--- src/rtl/dot_prod_sequencer.sv ---
// dot_prod_sequencer: sequences one dotProd kernel run from host beats to result.
// Loads the a/b arrays, fires the kernel, times it, returns result and cycle count.
module dot_prod_sequencer #(
  parameter int ADDR_W  = 10,
  parameter int DATA_W  = 27,
  parameter int RES_W   = 64,
  parameter int CYC_W   = 32,
  parameter int TIMEOUT = 65535
) (
  input  logic                     clk,
  input  logic                     rst,
  input  logic                     acc_chain,
  input  logic                     s_valid,
  output logic                     s_ready,
  input  logic signed [DATA_W-1:0] s_a,
  input  logic signed [DATA_W-1:0] s_b,
  input  logic                     s_last,
  output logic                     controlArr,
  output logic                     controlArrWEnable_a,
  output logic                     controlArrWEnable_b,
  output logic [ADDR_W-1:0]        controlArrAddr_a,
  output logic [ADDR_W-1:0]        controlArrAddr_b,
  output logic signed [DATA_W-1:0] controlArrWData_a,
  output logic signed [DATA_W-1:0] controlArrWData_b,
  output logic                     k_r_enable,
  output logic [ADDR_W-1:0]        k_init_i,
  output logic signed [RES_W-1:0]  k_init_acc,
  output logic [ADDR_W:0]          k_len,
  input  logic                     k_w_enable,
  input  logic signed [RES_W-1:0]  k_result,
  output logic                     m_valid,
  input  logic                     m_ready,
  output logic signed [RES_W-1:0]  m_result,
  output logic [CYC_W-1:0]         m_cycles,
  output logic                     busy,
  output logic                     err_overflow,
  output logic                     err_timeout
);

  typedef enum logic [2:0] {
    IDLE, LOAD, FLUSH, START, RUN, DONE
  } state_e;

  localparam logic [ADDR_W:0] LAST_IDX = {1'b0, {ADDR_W{1'b1}}};
  localparam logic [ADDR_W:0] CNT_ONE  = (ADDR_W+1)'(1);
  localparam logic [CYC_W-1:0] CYC_ONE = CYC_W'(1);
  localparam logic [CYC_W-1:0] TMO     = CYC_W'(TIMEOUT);

  state_e                    state_q;
  logic [ADDR_W:0]           cnt_q;
  logic                      we_q;
  logic [ADDR_W-1:0]         addr_q;
  logic signed [DATA_W-1:0]  wda_q;
  logic signed [DATA_W-1:0]  wdb_q;
  logic                      ctrl_q;
  logic                      ren_q;
  logic signed [RES_W-1:0]   acc_q;
  logic [ADDR_W:0]           len_q;
  logic [CYC_W-1:0]          cyc_q;
  logic                      mv_q;
  logic signed [RES_W-1:0]   res_q;
  logic [CYC_W-1:0]          mcyc_q;
  logic signed [RES_W-1:0]   last_q;
  logic                      ovf_q;
  logic                      tmo_q;

  logic                      accept;
  logic                      full;
  logic [CYC_W-1:0]          cyc_d;
  logic signed [RES_W-1:0]   seed_d;

  assign s_ready = (state_q == IDLE) || (state_q == LOAD);
  assign accept  = s_valid & s_ready;
  assign full    = (cnt_q == LAST_IDX);
  assign cyc_d   = cyc_q + CYC_ONE;
  assign seed_d  = acc_chain ? last_q : '0;

  always_ff @(posedge clk or posedge rst) begin
    if (rst) begin
      state_q <= IDLE;
      cnt_q   <= '0;
      we_q    <= 1'b0;
      addr_q  <= '0;
      wda_q   <= '0;
      wdb_q   <= '0;
      ctrl_q  <= 1'b1;
      ren_q   <= 1'b0;
      acc_q   <= '0;
      len_q   <= '0;
      cyc_q   <= '0;
      mv_q    <= 1'b0;
      res_q   <= '0;
      mcyc_q  <= '0;
      last_q  <= '0;
      ovf_q   <= 1'b0;
      tmo_q   <= 1'b0;
    end else begin
      we_q  <= 1'b0;
      ren_q <= 1'b0;
      unique case (state_q)
        IDLE, LOAD: begin
          if (accept) begin
            we_q   <= 1'b1;
            addr_q <= cnt_q[ADDR_W-1:0];
            wda_q  <= s_a;
            wdb_q  <= s_b;
            cnt_q  <= cnt_q + CNT_ONE;
            if (state_q == IDLE) begin
              ovf_q <= 1'b0;
              tmo_q <= 1'b0;
            end
            // A full array forces end of load so no write lands past DEPTH-1.
            if (s_last || full) begin
              state_q <= FLUSH;
              if (!s_last) ovf_q <= 1'b1;
            end else begin
              state_q <= LOAD;
            end
          end
        end
        FLUSH: begin
          len_q   <= cnt_q;
          ctrl_q  <= 1'b0;
          ren_q   <= 1'b1;
          state_q <= START;
        end
        START: begin
          acc_q   <= seed_d;
          cyc_q   <= '0;
          state_q <= RUN;
        end
        RUN: begin
          cyc_q <= cyc_d;
          if (k_w_enable) begin
            res_q   <= k_result;
            last_q  <= k_result;
            mcyc_q  <= cyc_d;
            ctrl_q  <= 1'b1;
            mv_q    <= 1'b1;
            state_q <= DONE;
          end else if (cyc_d == TMO) begin
            tmo_q   <= 1'b1;
            res_q   <= '0;
            mcyc_q  <= cyc_d;
            ctrl_q  <= 1'b1;
            mv_q    <= 1'b1;
            state_q <= DONE;
          end
        end
        DONE: begin
          if (m_ready) begin
            mv_q    <= 1'b0;
            cnt_q   <= '0;
            state_q <= IDLE;
          end
        end
        default: state_q <= IDLE;
      endcase
    end
  end

  assign controlArr          = ctrl_q;
  assign controlArrWEnable_a = we_q;
  assign controlArrWEnable_b = we_q;
  assign controlArrAddr_a    = addr_q;
  assign controlArrAddr_b    = addr_q;
  assign controlArrWData_a   = wda_q;
  assign controlArrWData_b   = wdb_q;
  assign k_r_enable          = ren_q;
  assign k_init_i            = '0;
  // Seed follows acc_chain live in START, then stays frozen for the kernel.
  assign k_init_acc          = (state_q == START) ? seed_d : acc_q;
  assign k_len               = len_q;
  assign m_valid             = mv_q;
  assign m_result            = res_q;
  assign m_cycles            = mcyc_q;
  assign busy                = (state_q != IDLE);
  assign err_overflow        = ovf_q;
  assign err_timeout         = tmo_q;

endmodule

--- config.mk ---
export PLATFORM = sky130hd
export DESIGN_NAME = dot_prod_sequencer
export DESIGN_NICKNAME = d
export VERILOG_FILES = /design/src/rtl/dot_prod_sequencer.sv
export SDC_FILE = /design/constraint.sdc
export NUM_CORES = 1
export LEC_CHECK = 0
export ABC_AREA = 1
export CAP_MARGIN = 0
export CORE_MARGIN = 2
export CORE_UTILIZATION = 48
export CTS_CLUSTER_DIAMETER = 80
export DETAILED_ROUTE_END_ITERATION = 10
export DONT_BUFFER_PORTS = 1
export HOLD_SLACK_MARGIN = 0.05
export PLACE_DENSITY = 0.61
export SETUP_SLACK_MARGIN = 0.3
export SYNTH_ARGS = -nofsm -noshare
export SYNTH_HDL_FRONTEND = slang
export SYNTH_SLANG_ARGS = --single-unit
--- constraint.sdc ---
create_clock -name clk -period 15.5 [get_ports clk]
set_input_delay 1.55 -clock clk [delete_from_list [all_inputs] [get_ports clk]]
set_output_delay 1.55 -clock clk [all_outputs]
set_load 0.03 [all_outputs]
======== Word level (Yosys, flattened, before mapping) ========
Index checks and enable logic that the tools add are counted.
Widths: inputs -> output; s select.
storage, ports and cells
  register bits ........................... 351
  latch bits .............................. 0
  RAM bits ................................ 0
  ROM bits ................................ 0
  bits of input ports ..................... 125
  word-level logic and storage cells ...... 83
  memories ................................ 0
cells by class
  add/subtract/negate cells ............... 2
  multiply operators ...................... 0
  divide/modulo/power cells ............... 0
  magnitude comparators ................... 0
  equal/unequal tests ..................... 13
  shift-type cells ........................ 0
  multiplexer cells ....................... 31
  bitwise logic cells ..................... 1
  reductions and logical operators ........ 19
operators by type and width
  cell                   number
  $mux 64                4
  $mux 32                2
  $pmux 32 s2            1
  $add 32x1->32 const B  1
  $eq 32x16->1 const B   1
  $mux 11                2
  $pmux 11 s2            1
  $pmux 3 s5             1
  $mux 1                 12
  $mux 3                 4
  $reduce_bool 2->1      6
  $add 11x1->11 const B  1
  $eq 11x10->1 const B   1
  $ne 2x2->1 const B     5
  $reduce_and 3->1       3
  $reduce_and 2->1       4
  $eq 3x2->1 const B     2
  $eq 3x3->1 const B     2
  $pmux 1 s2             3
  $reduce_and 5->1       1
  $eq 3x1->1 const B     1
  $logic_not 3->1        1
  $ne 3x3->1 const B     1
  $reduce_bool 3->1      1
  4 further kinds        5

======== Logic depth before layout (Yosys ltp) ========
Gate-level depths: netlist of the first run.
  depth after elaboration ................. 5
  depth in mapped cells ................... 18
  gate-level depth less buffers ........... 16

======== Least setup slack after synthesis of the first run ========
No wires, ideal clock.
  path kind ............................... input to output
  start point ............................. input acc_chain
  end point ............................... output k_init_acc[10]
  arrival time ............................ 2436 ps
  data required time ...................... 13950 ps
  setup slack ............................. 11514 ps
  stages on the path ...................... 4
  path buffers ............................ 2
  cell sequence ........................... buf_1 > clkbuf_1 > nand3_1 > nand2_1
between the ends
  word-level cells in the longest chain between the ends .. 2
RTL lines
  item                line  text
  start: declaration  12    input logic acc_chain,
  $mux 64             76    assign seed_d = acc_chain ? last_q : '0;
  $mux 64             n/a
  end: declaration    27    output logic signed [RES_W-1:0] k_init_acc,
Every way passes these cells.

======== Worst setup path after layout of the first run ========
  start point ............................. register state_q[0]
  end point ............................... output k_init_acc[54]
between the ends
  word-level cells in the longest chain between the ends .. 2
RTL lines
  item                      line  text
  start: declaration        49    state_e state_q;
  start signal: assignment  80    state_q <= IDLE;
  start signal: assignment  114   state_q <= FLUSH;
  start signal: assignment  117   state_q <= LOAD;
  $eq 3x2->1                172   assign k_init_acc = (state_q == START) ? seed_d : acc_q;
  $mux 64                   n/a
Every way passes these cells.

==> results.cfg, run 1 <==
[run_status]
status = complete, no violations

[place]
gp_congestion = 0.8812
hpwl_um = 25380
place_area_mm2 = 0.01466
portBuffers = 0

[timing]
drv_slew = 0
layout_min_cycle_time_ns = 4.524
final.period_utilization_pct = 29.18
hold_viol = 0
rsz0062_at_grt = false
relSlewSlack_pct = 21.70
fin_setup_tns_ns = 0
fmax_mhz = 221.1
setup_viol = 0
tightestPinTransition_ns = 1.174
finClkSkew_ns = 0.01901

[floorplanning]
die-area_mm2 = 0.03177
core_mm2 = 0.02980
rows = 63
boundaryPins = 389
die_h_um = 178.3
start_util_pct = 48.91
fp.dieW_um = 178.3

[logic_synthesis]
syn_area_per_cell_um2 = 8.732
syn_inst = 1669
ys_seq_area_share_pct = 60.28
synth.top_cell.area_share_pct = 60.10
yosys_warnings = 0
synth-main-ff-cell = dfrtp_1
synth_async_sr_flop_share_pct = 100.0
synthDistinctLibCells = 36
syn_area_mm2 = 0.01457
synth-edff-count = 0
synthTopCellsByArea = dfrtp_1, nand2_1, nand3_1, inv_1, o21ai_0
synth_area_leader_cell = dfrtp_1
yosys_register_bits = 351

[power]
ir_drop_mv = 0.1203
switching_share_pct = 43.87
p_leak_nw = 8.149
internal_power_mw = 1.986
clkPwrFrac_pct = 25.8
p_sw_mw = 1.552
combPwrFrac_pct = 22.4
powerDensity_mw_per_mm2 = 221.9
p_seq_share_pct = 51.9

[clock_tree]
clock_latency_ns = 0.52
numCtsBuffers = 38
cts_sinks = 351
cts_resized = 0
clock_path_buffers = 3
cts_setup_buffers = 0
clkTransAtPathRegs_ns = 0.06
ctsHoldBuffers = 0
cts_tree = done
clockRootBuffer = clkbuf_16
cts.htree.levels = 2

[final_layout]
drive_above_1_share_pct = 7.937
fill_cells = 2717
nets = 1762
finalInstanceArea_mm2 = 0.01595
syn2layout_area_growth_pct = 9.409

[global_routing]
grt_max_degree = 132
grt_usage_pct = 23.16
grt_first_pass_wirelength_um = 57650
antenna_found_initial = 1
gr-total-overflow = 0
grt_pass1_vias = 10570

[drt]
drc = 0
vias_per_cell = 5.212
post_drt_wl_per_cell_um = 18.03
drtIter0Drc = 621
ant_nets = 0
vias = 10710
drt_pass1_iterations = 5
drt_wl_total_um = 37030

[worst_setup_path]
critPathKind = reg -> out
cp-start-kind = flip-flop
crit_arrival_ns = 2.97
critPathCaptureType = output pin
cp_max_fo = 65
r2r_cells = 16
cp.required_ns = 13.95

[hold_path]
whs_path_depth = 2
min_path_type = reg -> reg

[job]
maxCapViolations = 0
[path summary, 6_finish.rpt]
| check | start | end | slack (ns) |
|---|---|---|---|
| max | state_q[0] | k_init_acc[54] | 10.98 |
| min | last_q[28] | last_q[28] | 0.47 |
| max reg2reg | cyc_q[1] | m_cycles[11] | 11.75 |
| min reg2reg | last_q[28] | last_q[28] | 0.47 |
| max in group asynchronous | rst | cyc_q[10] | 11.99 |
| min in group asynchronous | rst | controlArrWData_a[5] | 1.06 |
[critical path, cell delays in order, from the launching register on]
cell     delay [ns]
dfrtp_1        0.44
inv_1          0.09
nor3_2         0.12
buf_4          0.58
inv_2          0.64
nand2_1        0.23
nand2_1        0.27
[per-layer routing]
layer	vias to the layer above	part of all wire [%]	global-route usage (%)
met1	5105	41	29.62
met5	-	0	0
li1	5146	-	-
met4	0	3.7	8.266
met2	376	47	37.37
met3	78	8.6	7.118
[layout by cell type (no fill, tap or decap), drive strengths merged]
master  synthesis  final
nand2         735    735
dfrtp         350    350
o21ai         120    120
inv           115    116
nand3          98     98
nor2           79     79
clkbuf         61     55
o22ai          28     28
nor3           11     11
clkinv          1     11
nand4          10     10
a21oi          10     10
conb            1     10
buf            33     10
xor2            6      6
ha              3      3
bufinv          0      3
diode           0      1
xnor2           1      1
nor3b           1      1
and2            1      1
o21bai          1      1
and3            1      1
o211ai          1      1
o31ai           1      1
dfstp           1      1
[power by group through the flow]
stage          combinational, mW  clock [mW]  sequential (mW)
3_3_place_gp               0.776           0             1.85
3_5_place_dp               0.805           0             1.84
4_1_cts                    0.805       0.934             1.84
5_1_grt                    0.896       0.975             1.87
2_1_floorplan              0.707           0             1.74
6_report                   0.791       0.913             1.84
[final cells by class]
| cell class | count | area, µm² | area share, % |
|---|---|---|---|
| Antenna cell | 1 | 2.502 | 0.01569 |
| Clock buffer | 55 | 1115 | 6.992 |
| Clock inverter | 14 | 163.9 | 1.028 |
| Inverter | 116 | 444.2 | 2.786 |
| Multi-Input combinational cell | 1117 | 4872 | 30.56 |
| Sequential cell | 351 | 8785 | 55.09 |
| Tap cell | 390 | 488.0 | 3.060 |
| Timing Repair Buffer | 10 | 75.07 | 0.4708 |
[metrics by stage]
stage                     util (%)  hold slack (ns)  instances  setup slack, ns  power [mW]
final                        53.51           0.4701       2054            10.98       3.539
after CTS                    53.51           0.4683       2053            10.88       3.576
after detailed placement     49.21           0.4586       1984            11.24       2.650
after global placement       49.21           0.4521       1984            11.25       2.623
after global routing         53.51           0.4921       2053            10.68       3.744
after floorplan                  -           0.4332       1678            4.216       2.448
[registers in the layout, indices dropped and copies added, names as in the netlist]
| name | cells |
|---|---|
| acc_q | 64 |
| last_q | 64 |
| m_result | 64 |
| cyc_q | 32 |
| m_cycles | 32 |
| controlArrWData_a | 27 |
| controlArrWData_b | 27 |
| cnt_q | 11 |
| k_len | 11 |
| controlArrAddr_a | 10 |
| state_q | 3 |
| controlArr | 1 |
| controlArrWEnable_a | 1 |
| err_overflow | 1 |
| err_timeout | 1 |
| k_r_enable | 1 |
| m_valid | 1 |
[cells in the mapped netlist (3+ instances only)]
cell type	number
xor2_1	6
nor2_1	68
ha_1	3
o21ai_0	60
clkbuf_1	60
a21oi_1	10
nand2_4	3
nand3_1	97
nor3_1	11
o21ai_1	57
o21ai_2	3
nand2_2	35
nor2_2	4
buf_8	4
nand4_1	10
inv_1	114
buf_4	21
dfrtp_1	350
buf_6	7
o22ai_1	28
nand2_1	697
nor2_4	7
[cells by family (layout without fill, tap and decap cells)]
family | count (synthesis) | in the layout | share of synthesized area, %
simple gates | 936 | 936 | 26.49
flops | 351 | 351 | 60.28
compound gates | 161 | 161 | 5.898
buf+inv | 210 | 195 | 6.628
other cells | 1 | 11 | 0.02573
xor+xnor | 7 | 7 | 0.4207
fa+ha+maj | 3 | 3 | 0.2576
Note: power is estimated with default switching activity, not from simulation.
==> run 2, diff against run 1 <==
--- a/config.mk
+++ b/config.mk
@@ -5,7 +5,7 @@
 export SDC_FILE = /design/constraint.sdc
 export NUM_CORES = 1
 export LEC_CHECK = 0
-export ABC_AREA = 1
+export ABC_AREA = 0
 export CAP_MARGIN = 0
 export CORE_MARGIN = 2
 export CORE_UTILIZATION = 48
@@ -13,7 +13,7 @@
 export DETAILED_ROUTE_END_ITERATION = 10
 export DONT_BUFFER_PORTS = 1
 export HOLD_SLACK_MARGIN = 0.05
-export PLACE_DENSITY = 0.61
+export PLACE_DENSITY = 0.63
 export SETUP_SLACK_MARGIN = 0.3
 export SYNTH_ARGS = -nofsm -noshare
 export SYNTH_HDL_FRONTEND = slang
==> constraint.sdc (replaced) <==
create_clock -name clk -period 3.97 [get_ports clk]
set_input_delay 0.397 -clock clk [delete_from_list [all_inputs] [get_ports clk]]
set_output_delay 0.397 -clock clk [all_outputs]
set_load 0.03 [all_outputs]
==> results.cfg, run 2 <==
[worst_setup_path]
r2r_cells = 10
cp_max_fo = 40
cp.required_ns = 4.37
cp-start-kind = flip-flop
critPathKind = reg -> reg
critPathCaptureType = flip-flop
endpoint = m_cycles[19]
reg2reg_to = m_cycles[19]
r2r_slack_ns = 0.54
crit_arrival_ns = 3.83
r2r_start = cyc_q[1]
startpoint = cyc_q[1]

[final_layout]
finalNonFillerCells = 2024
regArea_mm2 = 0.008785
most-common-layout-cells = nand2_1, dfrtp_1, dlygate4sd3_1
multiInputGateArea_mm2 = 0.005503
drive_above_1_share_pct = 9.779
final_common_cell = nand2_1
syn2layout_area_growth_pct = 18.86
nets = 1726
fill_cells = 2555

[timing]
finClkSkew_ns = 0.01271
final.period_utilization_pct = 86.40
tightestPinTransition_ns = 1.274
setup_viol = 0
relSlewSlack_pct = 14.14
fmax_mhz = 291.6
drv_slew = 0
rsz0062_at_grt = false
hold_viol = 0
layout_min_cycle_time_ns = 3.430

[global_routing]
gr-total-overflow = 0
grt_pass1_vias = 11000
grt_first_pass_wirelength_um = 63640
grt_usage_pct = 24.25
grt_max_degree = 131
antenna_found_initial = 1

[power]
powerDensity_mw_per_mm2 = 807.7
p_leak_nw = 8.645
ir_drop_mv = 0.4840
power_mw = 14.33

[logic_synthesis]
synthTopCellsByArea = dfrtp_1, nand2_1, a22o_1, o21ai_0, mux2_4
synth-main-ff-cell = dfrtp_1
synth_common_cells = nand2_1, dfrtp_1, o21ai_0
yosys_warnings = 0
syn_inst = 1519
synth_area_leader_cell = dfrtp_1
yosysMostFrequentCell = nand2_1
synth_async_sr_flop_share_pct = 100.0
synthDistinctLibCells = 62
synth.top_cell.area_share_pct = 58.68
synth-edff-count = 0
ys_seq_area_share_pct = 58.85
syn_area_per_cell_um2 = 9.827
yosys_register_bits = 351
syn_area_mm2 = 0.01493

[job]
maxCapViolations = 0

[drt]
post_drt_wl_per_cell_um = 19.65
drc = 0
drtIter0Drc = 729
drt_pass1_iterations = 5
vias_per_cell = 5.448
drt_wl_total_um = 39780
ant_nets = 0
vias = 11030

[place]
gp_congestion = 0.8643
hpwl_um = 25880
dpl.cell_count = 1835
portBuffers = 0

[clock_tree]
cts_sinks = 351
numCtsBuffers = 38
clock_latency_ns = 0.52
clockRootBuffer = clkbuf_16
cts.htree.levels = 2
clock_path_buffers = 3
cts_tree = done
clkTransAtPathRegs_ns = 0.06

[run_status]
status = complete, no violations

[hold_path]
hp-start = s_a[10]
min_path_type = in -> reg
whs_path_depth = 2

[floorplanning]
rows = 64
start_util_pct = 48.80
die-area_mm2 = 0.03252
boundaryPins = 389
die_h_um = 180.3
fp.dieW_um = 180.3
core_mm2 = 0.03059
run 2: cell count changes after synthesis, sizes merged, moves of 31 or more:
cell,before,now
a22o,0,70
nor2,79,45
nand2,735,560
inv,115,10
mux2,0,31
nand3,98,17
run 2: kinds of logic (layout without fill, tap and decap cells):
logic type	count (synthesis)	after routing	synth area share, %
flops	351	351	58.85
compound gates	245	245	10.86
mux	34	34	3.043
other cells	1	12	0.02512
buf+inv	139	237	4.577
xor+xnor	38	38	2.230
simple gates	708	708	20.16
fa+ha+maj	3	3	0.2515
run 2: per-layer routing:
| metal | vias to the layer above | track usage (%) | share of wire (%) |
|---|---|---|---|
| met5 | - | 0 | 0 |
| met4 | 0 | 7.355 | 3.1 |
| met3 | 77 | 6.669 | 7.5 |
| met2 | 408 | 40.29 | 49 |
| met1 | 5368 | 31.07 | 41 |
| li1 | 5174 | - | - |
run 2: worst min path at each step:
| stage | endpoint | slack [ns] |
|---|---|---|
| 6_report | controlArrWData_a[10] | 0.08 |
| 5_1_grt | controlArrWData_a[10] | 0.06 |
| 4_1_cts | controlArrWData_b[6] | 0.06 |
| 3_5_place_dp | last_q[24] | 0.46 |
| 3_3_place_gp | last_q[41] | 0.46 |
| 2_1_floorplan | last_q[0] | 0.45 |
run 2: area by class of cell:
class | instances | area share (%)
Clock buffer | 45 | 5.853
Tap cell | 396 | 2.793
Multi-Input combinational cell | 1038 | 31.02
Antenna cell | 2 | 0.02821
Sequential cell | 351 | 49.51
Timing Repair Buffer | 159 | 8.970
Inverter | 10 | 0.2327
Clock inverter | 23 | 1.594
run 2: power by group:
group          switching, mW  internal, mW  total [mW]
Clock                   1.47          2.22        3.69
Combinational           2.33          1.07        3.39
Sequential              2.33          4.92        7.25
Total                   6.13          8.20        14.3
run 2: what timing repair did:
action / in CTS / in global routing
resized for setup: 0 / 1
endpoints found under the setup margin: 0 / 54
hold endpoints to repair: 219 / 1
hold buffers: 118 / 1
buffers inserted: 0 / 0
run 2: critical path: stages (launching register included):
cell,delay (ns)
dfrtp_1,0.53
ha_2,0.37
nand3_1,0.26
nor4_1,0.39
xor2_1,0.31
nand4_1,0.16
nor3_1,0.25
and4_1,0.31
o21ai_4,0.13
buf_12,0.20
mux2_4,0.34
run 2: stage by stage:
step	utilization (%)	hold slack, ns	worst slack, ns	cell area [µm²]	TNS, ns
floorplan	-	0.4460	-1.127	14960	-394.30
global placement	49.76	0.4571	0.5946	15220	0
detailed placement	49.76	0.4626	0.5095	15220	0
CTS	57.94	0.05554	0.4885	17720	0
global route	57.99	0.05884	0.3116	17740	0
finish	58.00	0.07711	0.5401	17740	0
==> run 3, diff against run 2 <==
--- a/config.mk
+++ b/config.mk
@@ -9,6 +9,7 @@
 export CAP_MARGIN = 0
 export CORE_MARGIN = 2
 export CORE_UTILIZATION = 48
+export CTS_BUF_LIST = sky130_fd_sc_hd__clkbuf_8
 export CTS_CLUSTER_DIAMETER = 80
 export DETAILED_ROUTE_END_ITERATION = 10
 export DONT_BUFFER_PORTS = 1
==> results.cfg, run 3 (synthesized netlist as in run 2, its figures left out) <==
[run_status]
status = complete, no violations

[global_routing]
grt_pass1_vias = 11290
grt_usage_pct = 24.42
grt_first_pass_wirelength_um = 64110
gr-total-overflow = 0
grt_use_met1_pct = 30.88
grt_max_degree = 131
antenna_found_initial = 1
grtUsageMet3_pct = 6.993
gr-usage-met2_pct = 40.24
grt.busiest_layer = met2

[clock_tree]
clockRootBuffer = clkbuf_8
numCtsBuffers = 55
clock_latency_ns = 0.60
cts_tree = done
clkTransAtPathRegs_ns = 0.06
clock_path_buffers = 3
cts_setup_buffers = 0
cts.htree.levels = 2
cts_sinks = 351

[worst_setup_path]
critPathKind = reg -> reg
path_cells = ha_2 -> nand3_1 -> nor4_1 -> xor2_1 -> nand4_1 -> nor3_1 -> and4_1 -> o21ai_4 -> buf_12 -> mux2_4
endpoint = m_cycles[23]
startpoint = cyc_q[1]
r2r_cells = 10
critPathCaptureType = flip-flop
cp_max_fo = 40
cp-start-kind = flip-flop
r2r_slack_ns = 0.53
crit_arrival_ns = 3.90
crit_path_max_incr_delay_ns = 0.54
reg2reg_to = m_cycles[23]
r2r_start = cyc_q[1]
cpMaxStageDelayCell = dfrtp_1
cp.required_ns = 4.42

[timing]
hold_ws_ns = 0.09698
setup_viol = 0
drv_slew = 0
rsz0062_at_grt = false
fmax_mhz = 290.5
layout_min_cycle_time_ns = 3.443
final.period_utilization_pct = 86.72
relSlewSlack_pct = 17.39
hold_viol = 0
finClkSkew_ns = 0.02972
tightestPinTransition_ns = 1.226

[hold_path]
min_path_type = in -> reg

[power]
power_mw = 13.86
powerDensity_mw_per_mm2 = 784.9
ir_drop_mv = 0.5054
p_leak_nw = 8.700

[drt]
post_drt_wl_per_cell_um = 19.52
ant_nets = 0
vias_per_cell = 5.439
drt_pass1_iterations = 5
drt_wl_total_um = 40230
vias = 11210
drtIter0Drc = 664
drc = 0

[floorplanning]
rows = 64
die-area_mm2 = 0.03252
die_h_um = 180.3
start_util_pct = 48.80
fp.dieW_um = 180.3
boundaryPins = 389
core_mm2 = 0.03059

[final_layout]
final_common_cell = nand2_1
most-common-layout-cells = nand2_1, dfrtp_1, dlygate4sd3_1
drive_above_1_share_pct = 10.76
syn2layout_area_growth_pct = 18.32
nets = 1748

[place]
gp_congestion = 0.8643
portBuffers = 0
hpwl_um = 25880

[job]
maxCapViolations = 0
-- run 3: changes by cell type in the layout (fill, tap and decap cells not counted), moves of 2 or more --
| cell | delta |
|---|---|
| dlygate4sd3_1 | +5 |
| clkinvlp_4 | -5 |
| bufinv_16 | -3 |
| inv_1 | +14 |
| clkinv_4 | -2 |
| clkbuf_1 | -2 |
| clkbuf_8 | +69 |
| clkbuf_16 | -39 |
-- run 3: stage by stage --
stage | area [µm²] | instances | worst slack [ns] | TNS [ns] | util [%]
floorplan | 14960 | 1528 | -1.127 | -394.30 | -
global placement | 15220 | 1835 | 0.5946 | 0 | 49.76
detailed placement | 15220 | 1835 | 0.5095 | 0 | 49.76
CTS | 17650 | 2059 | 0.4814 | 0 | 57.71
global route | 17660 | 2060 | 0.3120 | 0 | 57.73
finish | 17660 | 2061 | 0.5274 | 0 | 57.74
-- run 3: power breakdown --
part | switching, mW | total (mW) | leakage (nW) | internal [mW]
Sequential | 2.33 | 7.25 | 4.57 | 4.92
Combinational | 2.34 | 3.41 | 3.45 | 1.07
Clock | 1.42 | 3.21 | 0.675 | 1.78
-- run 3: timing repair --
action / in CTS / in global routing
gates resized for setup: 0 / 1
hold endpoints to repair: 226 / 0
endpoints found under the setup margin: 0 / 52
hold buffers: 124 / 0
-- run 3: worst min path at each step --
stage / slack (ns) / end / cells after the start / from
final: 0.1 / controlArr / 2 / k_w_enable
after CTS: 0.06 / controlArr / 2 / k_w_enable
after detailed placement: 0.46 / last_q[24] / 2 / last_q[24]
after floorplan: 0.45 / last_q[0] / 2 / last_q[0]
after global routing: 0.09 / m_cycles[20] / 2 / k_w_enable
after global placement: 0.46 / last_q[41] / 2 / last_q[41]
-- run 3: worst max-delay path, delay by kind of cell (launching register included) --
kind / cells / cell delay, ns
adders and majority gates: 1 / 0.37
and+or+nand+nor: 5 / 1.37
muxes: 1 / 0.33
AOI/OAI and AO/OA: 1 / 0.13
xor gates and xnor gates: 1 / 0.32
DFF: 1 / 0.54
buffers and inverters: 1 / 0.20
-- run 3: routing by layer --
metal  up-vias  part of all wire [%]
met3        86                   8.0
li1       5228                     -
met4         0                   3.4
met2       436                    49
met5         -                     0
met1      5459                    40
-- run 3: cell type report --
type	count	area (µm²)
inverter	10	41.29
sequential	351	8785
timing repair buffer	164	1642
fill	2594	12930
clock inverter	27	186.4
multi-input combinational	1038	5503
tap	396	495.5
clock buffer	73	1005
antenna	2	5.005
